**src/rtl/c1_cycle_ctrl.sv**
```systemverilog
// 68K bus cycle controller: zone-based wait-state insertion, external ack with
// timeout to bus error, and a sticky timeout flag. State advances on CLK_68KCLK falling edge.
module c1_cycle_ctrl #(
    parameter int unsigned TIMEOUT = 15
) (
    input  logic CLK_68KCLK,
    input  logic nRESET,
    input  logic nAS,
    input  logic nROM_ZONE,
    input  logic nPORT_ZONE,
    input  logic nCARD_ZONE,
    input  logic nROMWAIT,
    input  logic nPWAIT0,
    input  logic nPWAIT1,
    input  logic PDTACK,
    input  logic TO_CLR,
    output logic nDTACK,
    output logic nBERR,
    output logic BUSY,
    output logic TIMEOUT_FLAG
);

    localparam int unsigned WCNT_W = 2;
    localparam int unsigned TCNT_W = 4;

    typedef enum logic [2:0] {
        ST_IDLE = 3'd0,
        ST_WAIT = 3'd1,
        ST_EXT  = 3'd2,
        ST_ACK  = 3'd3,
        ST_BERR = 3'd4
    } state_e;

    state_e              state_q, state_d;
    logic [WCNT_W-1:0]   wcnt_q, wcnt_d;
    logic [TCNT_W-1:0]   tcnt_q, tcnt_d;
    logic                ack_q, ack_d;
    logic                berr_q, berr_d;
    logic                flag_q, flag_d;

    logic [WCNT_W-1:0]   port_code_c;
    logic [WCNT_W-1:0]   dec_wait_c;
    logic                dec_ext_c;
    logic                tmo_hit_c;

    assign port_code_c = {~nPWAIT0, ~nPWAIT1};
    assign tmo_hit_c   = (({1'b0, tcnt_q} + 5'd1) == 5'(TIMEOUT));

    // Zone/wait decode, priority ROM > PORT > CARD > none; only consumed in IDLE
    always_comb begin
        dec_wait_c = '0;
        dec_ext_c  = 1'b0;
        if (!nROM_ZONE) begin
            dec_wait_c = nROMWAIT ? WCNT_W'(0) : WCNT_W'(1);
        end else if (!nPORT_ZONE) begin
            if (port_code_c == 2'd3) begin
                dec_ext_c = 1'b1;
            end else begin
                dec_wait_c = port_code_c;
            end
        end else if (!nCARD_ZONE) begin
            dec_wait_c = WCNT_W'(2);
        end
    end

    // Next-state and counter logic
    always_comb begin
        state_d = state_q;
        wcnt_d  = wcnt_q;
        tcnt_d  = tcnt_q;
        flag_d  = flag_q;

        unique case (state_q)
            ST_IDLE: begin
                if (!nAS) begin
                    if (dec_ext_c) begin
                        state_d = ST_EXT;
                        tcnt_d  = '0;
                    end else if (dec_wait_c == '0) begin
                        state_d = ST_ACK;
                    end else begin
                        state_d = ST_WAIT;
                        wcnt_d  = dec_wait_c;
                    end
                end
            end
            ST_WAIT: begin
                if (nAS) begin
                    state_d = ST_IDLE;
                    wcnt_d  = '0;
                end else if (wcnt_q == WCNT_W'(1)) begin
                    state_d = ST_ACK;
                    wcnt_d  = '0;
                end else begin
                    wcnt_d  = wcnt_q - WCNT_W'(1);
                end
            end
            ST_EXT: begin
                // Aborted strobe first, then device ack beats a coincident timeout
                if (nAS) begin
                    state_d = ST_IDLE;
                    tcnt_d  = '0;
                end else if (PDTACK) begin
                    state_d = ST_ACK;
                    tcnt_d  = '0;
                end else if (tmo_hit_c) begin
                    state_d = ST_BERR;
                    tcnt_d  = '0;
                end else begin
                    tcnt_d  = tcnt_q + TCNT_W'(1);
                end
            end
            ST_ACK, ST_BERR: begin
                if (nAS) begin
                    state_d = ST_IDLE;
                end
            end
            default: begin
                state_d = ST_IDLE;
                wcnt_d  = '0;
                tcnt_d  = '0;
            end
        endcase

        ack_d  = (state_d == ST_ACK);
        berr_d = (state_d == ST_BERR);

        // Set wins over a same-edge clear
        if (TO_CLR) begin
            flag_d = 1'b0;
        end
        if (state_q == ST_EXT && state_d == ST_BERR) begin
            flag_d = 1'b1;
        end
    end

    always_ff @(negedge CLK_68KCLK or negedge nRESET) begin
        if (!nRESET) begin
            state_q <= ST_IDLE;
            wcnt_q  <= '0;
            tcnt_q  <= '0;
            ack_q   <= 1'b0;
            berr_q  <= 1'b0;
            flag_q  <= 1'b0;
        end else begin
            state_q <= state_d;
            wcnt_q  <= wcnt_d;
            tcnt_q  <= tcnt_d;
            ack_q   <= ack_d;
            berr_q  <= berr_d;
            flag_q  <= flag_d;
        end
    end

    // Strobe gating lets the acknowledge drop the instant nAS rises
    assign nDTACK       = nAS | ~ack_q;
    assign nBERR        = nAS | ~berr_q;
    assign BUSY         = (state_q != ST_IDLE);
    assign TIMEOUT_FLAG = flag_q;

endmodule

```
**config.mk**
```make
export PLATFORM = sky130hd
export DESIGN_NAME = c1_cycle_ctrl
export DESIGN_NICKNAME = d
export VERILOG_FILES = /design/src/rtl/c1_cycle_ctrl.sv
export SDC_FILE = /design/constraint.sdc
export NUM_CORES = 1
export LEC_CHECK = 0
export CORE_ASPECT_RATIO = 1.1
export CORE_UTILIZATION = 50
export DETAILED_ROUTE_END_ITERATION = 8
export HOLD_SLACK_MARGIN = 0.12
export MAX_ROUTING_LAYER = met4
export PLACE_DENSITY = 0.77
export SETUP_SLACK_MARGIN = 0.4
export SKIP_CTS_REPAIR_TIMING = 1
export SLEW_MARGIN = 20
export SYNTH_ARGS = -nofsm -noshare
export SYNTH_HDL_FRONTEND = slang
export SYNTH_SLANG_ARGS = --single-unit
```
**constraint.sdc**
```tcl
create_clock -name CLK_68KCLK -period 2.4 [get_ports CLK_68KCLK]
set_clock_uncertainty 0.15 [all_clocks]
set_input_delay 0.36 -clock CLK_68KCLK [delete_from_list [all_inputs] [get_ports CLK_68KCLK]]
set_output_delay 0.36 -clock CLK_68KCLK [all_outputs]
set_load 0.005 [all_outputs]
```
==> summary.md, run 1 <==
| Metric | Value |
|---|---|
| CP Cell Sequence | or3_1, clkbuf_2 |
| Hold Path Class | flop to flop |
| DRT iter0 DRCs | 28 |
| Final Hold Vio Count | 0 |
| Setup TNS | -3.04 ns |
| Static Leak | around 0.60 nW |
| Max_slew headroom | 72.8% |
| Max Slew Vio Count | 0 |
| Antenna violation net count after detailed routing | 0 |
| Layout cells sized above 1 | 46.2% |
| Crit start category | flop |
| Total core area | around 0.0014 sq mm |
| Register area share after synthesis | 38.1% |
| Initial antenna violation count | 0 |
| Final Cell Area | 0.00124 sq mm |
| Gr ovfl total | 0 |
| Vias | ~850 |
| Die area | approximately 0.0017 sq mm |
| Starting Density | 55.6% |
| DP HPWL | about 1.4 mm |
| Async SR Flop Fraction | 100% |
| Unrepaired setup endpoints after global routing | yes |
| Slowest Stage Delay on Critical Path | 0.36 ns |
| Number of global-route vias before repair | 724 |
| Max cap viols | 0 |
| Setup violators final | 13 |
| First drt pass iteration count | 4 |
| Post-synth EDFFs | 0 |
| Drt via density | 6.37 |
| Total chip power | between 0.6 and 0.7 mW |
| Worst-path clk slew | ~0.070 ns |
| Least-Margin Pin Slew | approximately 0.41 ns |
| Worst Path Arrival | approximately 2.3 ns |
| Core Rows | 14 |
| Top Ports | 15 |
| CTS H-tree lvls | 1 |
| Final RePlAce weighted congestion | between 0.8 and 0.9 |
| Routed length per instance | about 17 um |
| Die Span Y | ~44 um |
| Worst-case clock buffer depth | 2 |
| Status | complete, but fails checks |
| Area delta synth->final | 56.8% |
| Crit Path Class | flop to primary output |
| Total CTS buffers | 3 |
| Post-Route WL | approximately 2.3 mm |
| DRC viols | 0 |
| Dpl cells | 126 |
| Synth Instances | just over 80 |
| Mapped Area | 788 sq um |
| Die X | roughly 40 um |
| Seq cells post-synth | 12 |
| Syn_nets | 96 |
| Clk_lat worst skew | between 0.2 and 0.3 ns |
| Clock Sinks | 12 |
| Hold depth | 2 |
| Worst setup EP type | primary output |
| Final Util | a little under 90% |
| TritonCTS clock tree | yes |
| Worst Reg-to-Reg Cells | 5 |
| Worst endpoint required time | about 1.9 ns |
| Post-route worst setup slack | -0.420 ns |
| Largest net degree at the start of global routing | 13 |
| Crit-path slowest cell | or3_1 |
| Root buffer cell | clkbuf_4 |
| Synth cell types | 42 |
| Mean area per synthesized cell | around 9.6 sq um |
| VDD IR max | approximately 0.29 mV |
| Total track usage | 24.4% |
| Violated checks | negative setup slack |
| Crit Path Max Fanout | 2 |
| Synth Warn # | 0 |
| Placed cell area | roughly 0.0011 sq mm |
| Diode count | 0 |
| Net count, final | ~130 |
| Top FF cell, synth | dfrtn_1 |
| Finished Layout Cells | about 130 |
| IO Port Bufs | 14 |
| Global-route wire length before repair | between 2 and 3 mm |
| Power density cells | 504 mW/mm^2 |
==> final timing paths <==
path	endpoint	slack, ns	startpoint
setup / recovery	BUSY	-0.42	state_q[1]$_DFF_NN0_
max in group asynchronous	tcnt_q[0]$_DFFE_NN0P_	0.58	nRESET
hold reg to reg	TIMEOUT_FLAG$_DFFE_NN0P_	0.34	TIMEOUT_FLAG$_DFFE_NN0P_
hold / removal	TIMEOUT_FLAG$_DFFE_NN0P_	0.34	TIMEOUT_FLAG$_DFFE_NN0P_
min in group asynchronous	ack_q$_DFF_NN0_	1.32	nRESET
setup reg to reg	state_q[2]$_DFF_NN0_	0.46	tcnt_q[1]$_DFFE_NN0P_
==> logic make-up (layout without fill, tap and decap cells) <==
logic type                 Yosys count  in the layout  synth area share, %
buffers and inverters                9             44                 4.44
muxes                                5              5                 6.83
xor gates and xnor gates             1              1                 1.11
and+or+nand+nor                     29             29                 23.7
adders and majority gates            3              3                 4.76
AOI/OAI and AO/OA                   23             23                 21.1
DFF                                 12             12                 38.1
==> per-layer routing <==
layer | wire length (um) | part of all wire (%) | global-route usage, % | up-vias
met5 | 0 | 0 | - | -
met4 | 99 | 4.3 | 6.21 | 0
met3 | 137 | 5.9 | 3.08 | 16
met2 | 1170 | 50 | 41.3 | 48
met1 | 913 | 39 | 29.6 | 406
li1 | - | - | - | 377
==> metrics by stage <==
stage	hold WS (ns)	setup WS, ns
2_1_floorplan	0.306	-0.533
3_3_place_gp	0.332	-1.02
3_5_place_dp	0.330	-1.05
4_1_cts	0.341	-0.758
5_1_grt	0.369	-0.460
6_report	0.343	-0.420
==> final cells by class <==
class,count,area (sq um)
Multi-Input combinational cell,61,571
Fill cell,76,183
Clock buffer,4,36.3
Inverter,8,30.0
Timing Repair Buffer,32,279
Tap cell,16,20.0
Sequential cell,12,300
==> report_power, final <==
group / leakage, nW / switching [mW] / total, mW / internal [mW]
sequential: 0.162 / 0.0118 / 0.236 / 0.224
clock: 0.0210 / 0.0810 / 0.173 / 0.0922
combinational: 0.421 / 0.104 / 0.214 / 0.110
==> critical path: cells and delay by family, from the launching register on <==
| kind | cells | cell delay, ns |
|---|---|---|
| buf+inv | 1 | 0.12 |
| flops | 1 | 0.35 |
| simple gates | 1 | 0.36 |
==> synthesized netlist by cell type, drive strengths merged (2+ instances only) <==
cell type,n,area (sq um)
nor2b,3,18.8
nand2b,2,12.5
or3,2,12.5
mux2i,2,20.0
a211o,2,17.5
mux2,3,33.8
o21ai,6,30.0
inv,8,30.0
a21o,2,15.0
ha,3,37.5
and3b,2,17.5
dfrtn,12,300
nand2,2,7.51
nor2,5,18.8
a311oi,2,17.5
nand3b,3,22.5
==> cell usage in the layout (no fill, tap or decap), types with 2 or more instances in the layout <==
| cell | instances |
|---|---|
| o21ai_2 | 4 |
| clkbuf_4 | 3 |
| ha_1 | 3 |
| or3_1 | 2 |
| buf_6 | 9 |
| nor2_2 | 2 |
| nand3b_1 | 3 |
| a21o_1 | 2 |
| dlymetal6s2s_1 | 3 |
| inv_1 | 7 |
| nor2_1 | 2 |
| buf_4 | 12 |
| nand2b_1 | 2 |
| mux2_4 | 2 |
| dfrtn_1 | 12 |
| nor2b_1 | 3 |
| clkdlybuf4s50_1 | 2 |
| clkbuf_2 | 5 |
| and3b_1 | 2 |
| a211o_1 | 2 |
==> state kept, by name, indices dropped and copies added, names as in the netlist <==
register / cells
tcnt_q: 4
wcnt_q: 2
TIMEOUT_FLAG: 1
berr_q: 1
state_q: 3
ack_q: 1
(Power assumes the default switching activity.)
==> inputs of run 2 (changes only) <==
--- a/config.mk
+++ b/config.mk
@@ -6,6 +6,7 @@
 export NUM_CORES = 1
 export LEC_CHECK = 0
 export CORE_ASPECT_RATIO = 1.1
+export CORE_MARGIN = 2
 export CORE_UTILIZATION = 50
 export DETAILED_ROUTE_END_ITERATION = 8
 export HOLD_SLACK_MARGIN = 0.12
==> run 2 against run 1 <==
Effect of this change:
- power shrank 5.2%
- via count shrank 8.0%
- the run still ends with negative setup slack left
- global-route usage shrank 2.3 points
- register-to-register slack is essentially flat
- first-iteration DRC count grew 11%
- die area grew 9.8%
- wire length shrank 8.4%
- highest routed layer unchanged
- cell count shrank 1.5%
- sequential share of layout area grew 1.4 points
- non-clock buffer count shrank 3
- critical endpoint unchanged
==> summary.md, run 2 (synthesized netlist as in run 1, its figures left out) <==
| Metric | Value |
|---|---|
| DRC viols | 0 |
| Total core area | approximately 0.0015 sq mm |
| Routed length per instance | approximately 16 um |
| Worst-path clk slew | around 0.06 ns |
| Final Hold Vio Count | 0 |
| Unrepaired setup endpoints after global routing | yes |
| Top Ports | 15 |
| Crit Path Max Fanout | 2 |
| TritonCTS clock tree | yes |
| Worst-case clock buffer depth | 2 |
| Total track usage | 22.1% |
| Crit start category | flop |
| Global-route wire length before repair | 3.06 mm |
| Layout cells sized above 1 | a little over two fifths |
| VDD IR max | about 0.35 mV |
| Worst Reg-to-Reg Cells | 5 |
| Max Slew Vio Count | 0 |
| Placed cell area | between 0.001 and 0.0015 sq mm |
| Final Util | around 77% |
| Number of global-route vias before repair | 740 |
| Die X | around 42 um |
| Die Span Y | approximately 46 um |
| Worst setup EP type | primary output |
| Total chip power | about 0.59 mW |
| Core Rows | 15 |
| Root buffer cell | clkbuf_4 |
| Dpl cells | between 100 and 150 |
| Status | complete, but fails checks |
| Area delta synth->final | 48.3% |
| Setup violators final | 12 |
| Multi-input gate area | approximately 530 sq um |
| Least-Margin Pin Slew | between 0.3 and 0.4 ns |
| Worst Path Arrival | 2.31 ns |
| Largest registers | tcnt_q: 4 flops, state_q: 3 flops, wcnt_q: 2 flops |
| Finished Layout Cells | 131 |
| Post-route worst setup slack | -0.416 ns |
| Post-Route WL | roughly 2.1 mm |
| Biggest register | tcnt_q |
| Starting Density | between 50% and 60% |
| Clk_lat worst skew | between 0.2 and 0.3 ns |
| Crit Path Class | flop to primary output |
| Worst slack, placed | -1.08 ns |
| Gr ovfl total | 0 |
| Largest net degree at the start of global routing | 13 |
| Max FFs per register | 4 |
| Antenna violation net count after detailed routing | 0 |
| Drt via density | 5.95 |
| CTS H-tree lvls | 1 |
| Net count, final | between 100 and 150 |
| IO Port Bufs | 14 |
| Total CTS buffers | 3 |
| Final Cell Area | around 0.0012 sq mm |
| Diode count | 0 |
| Clock Sinks | 12 |
| Power density cells | 505 mW/mm^2 |
| Max cap viols | 0 |
| Crit-path slowest cell | or3_1 |
| Violated checks | negative setup slack |
| Final RePlAce weighted congestion | 0.835 |
| First drt pass iteration count | 4 |
| Initial antenna violation count | 0 |
| Static Leak | 0.590 nW |
| Hold Path Class | flop to flop |
| DP HPWL | around 1.4 mm |
| Worst endpoint required time | around 1.9 ns |
| Vias | ~780 |
| # fillers | around 110 |
| DRT iter0 DRCs | 31 |
| CP Cell Sequence | or3_1, clkbuf_2 |
| Hold depth | 1 |
| Max_slew headroom | 74.9% |
| Leading cell types in the layout, fill and taps excluded | 12 x dfrtn_1, 12 x buf_4, 7 x inv_1 |
| Slowest Stage Delay on Critical Path | between 0.3 and 0.4 ns |
| Die area | approximately 0.0019 sq mm |
| Register area | about 300 sq um |
## run 2: cell types whose count changed in the layout (fill, tap and decap cells not counted), sizes merged
| cell | change |
|---|---|
| dlymetal6s2s | +1 |
| buf | -3 |
| clkdlybuf4s50 | -1 |
## run 2: power breakdown
part / internal, mW / leakage [nW] / switching [mW]
clock network: 0.0924 / 0.0210 / 0.0748
logic: 0.0977 / 0.408 / 0.0887
registers: 0.224 / 0.162 / 0.0130
total: 0.414 / 0.590 / 0.177
## run 2: path summary, 6_finish.rpt
| path | from | slack (ns) | to |
|---|---|---|---|
| setup / recovery | state_q[1]$_DFF_NN0_ | -0.42 | BUSY |
| hold / removal | wcnt_q[0]$_DFFE_NN0P_ | 0.35 | wcnt_q[0]$_DFFE_NN0P_ |
| setup reg to reg | tcnt_q[1]$_DFFE_NN0P_ | 0.47 | berr_q$_DFF_NN0_ |
| hold reg to reg | wcnt_q[0]$_DFFE_NN0P_ | 0.35 | wcnt_q[0]$_DFFE_NN0P_ |
| max in group asynchronous | nRESET | 0.59 | tcnt_q[2]$_DFFE_NN0P_ |
| min in group asynchronous | nRESET | 1.32 | berr_q$_DFF_NN0_ |
## run 2: final cells by class
class                      instances  area share, %
multi-input combinational         61           45.6
sequential                        12           25.7
timing repair buffer              29           21.2
tap                               17           1.82
inverter                           8           2.57
clock buffer                       4           3.10
## run 2: routing by layer
metal | global-route usage [%] | vias up | wire [um]
li1 | - | 371 | -
met1 | 25.9 | 374 | 937
met2 | 36.3 | 30 | 1040
met3 | 5.95 | 4 | 125
met4 | 9.03 | 0 | 26
met5 | - | - | 0
## run 2: metrics by stage
step | setup TNS [ns] | hold slack [ns]
after detailed placement | -11.02 | 0.342
after CTS | -8.66 | 0.346
after global routing | -3.42 | 0.374
after floorplan | -3.42 | 0.306
final | -3.10 | 0.348
after global placement | -10.74 | 0.333
## run 2: worst max-delay path: cells and delay by family (launching register included)
kind | cells | cell delay (ns)
simple gates | 1 | 0.36
flops | 1 | 0.35
buf+inv | 1 | 0.12
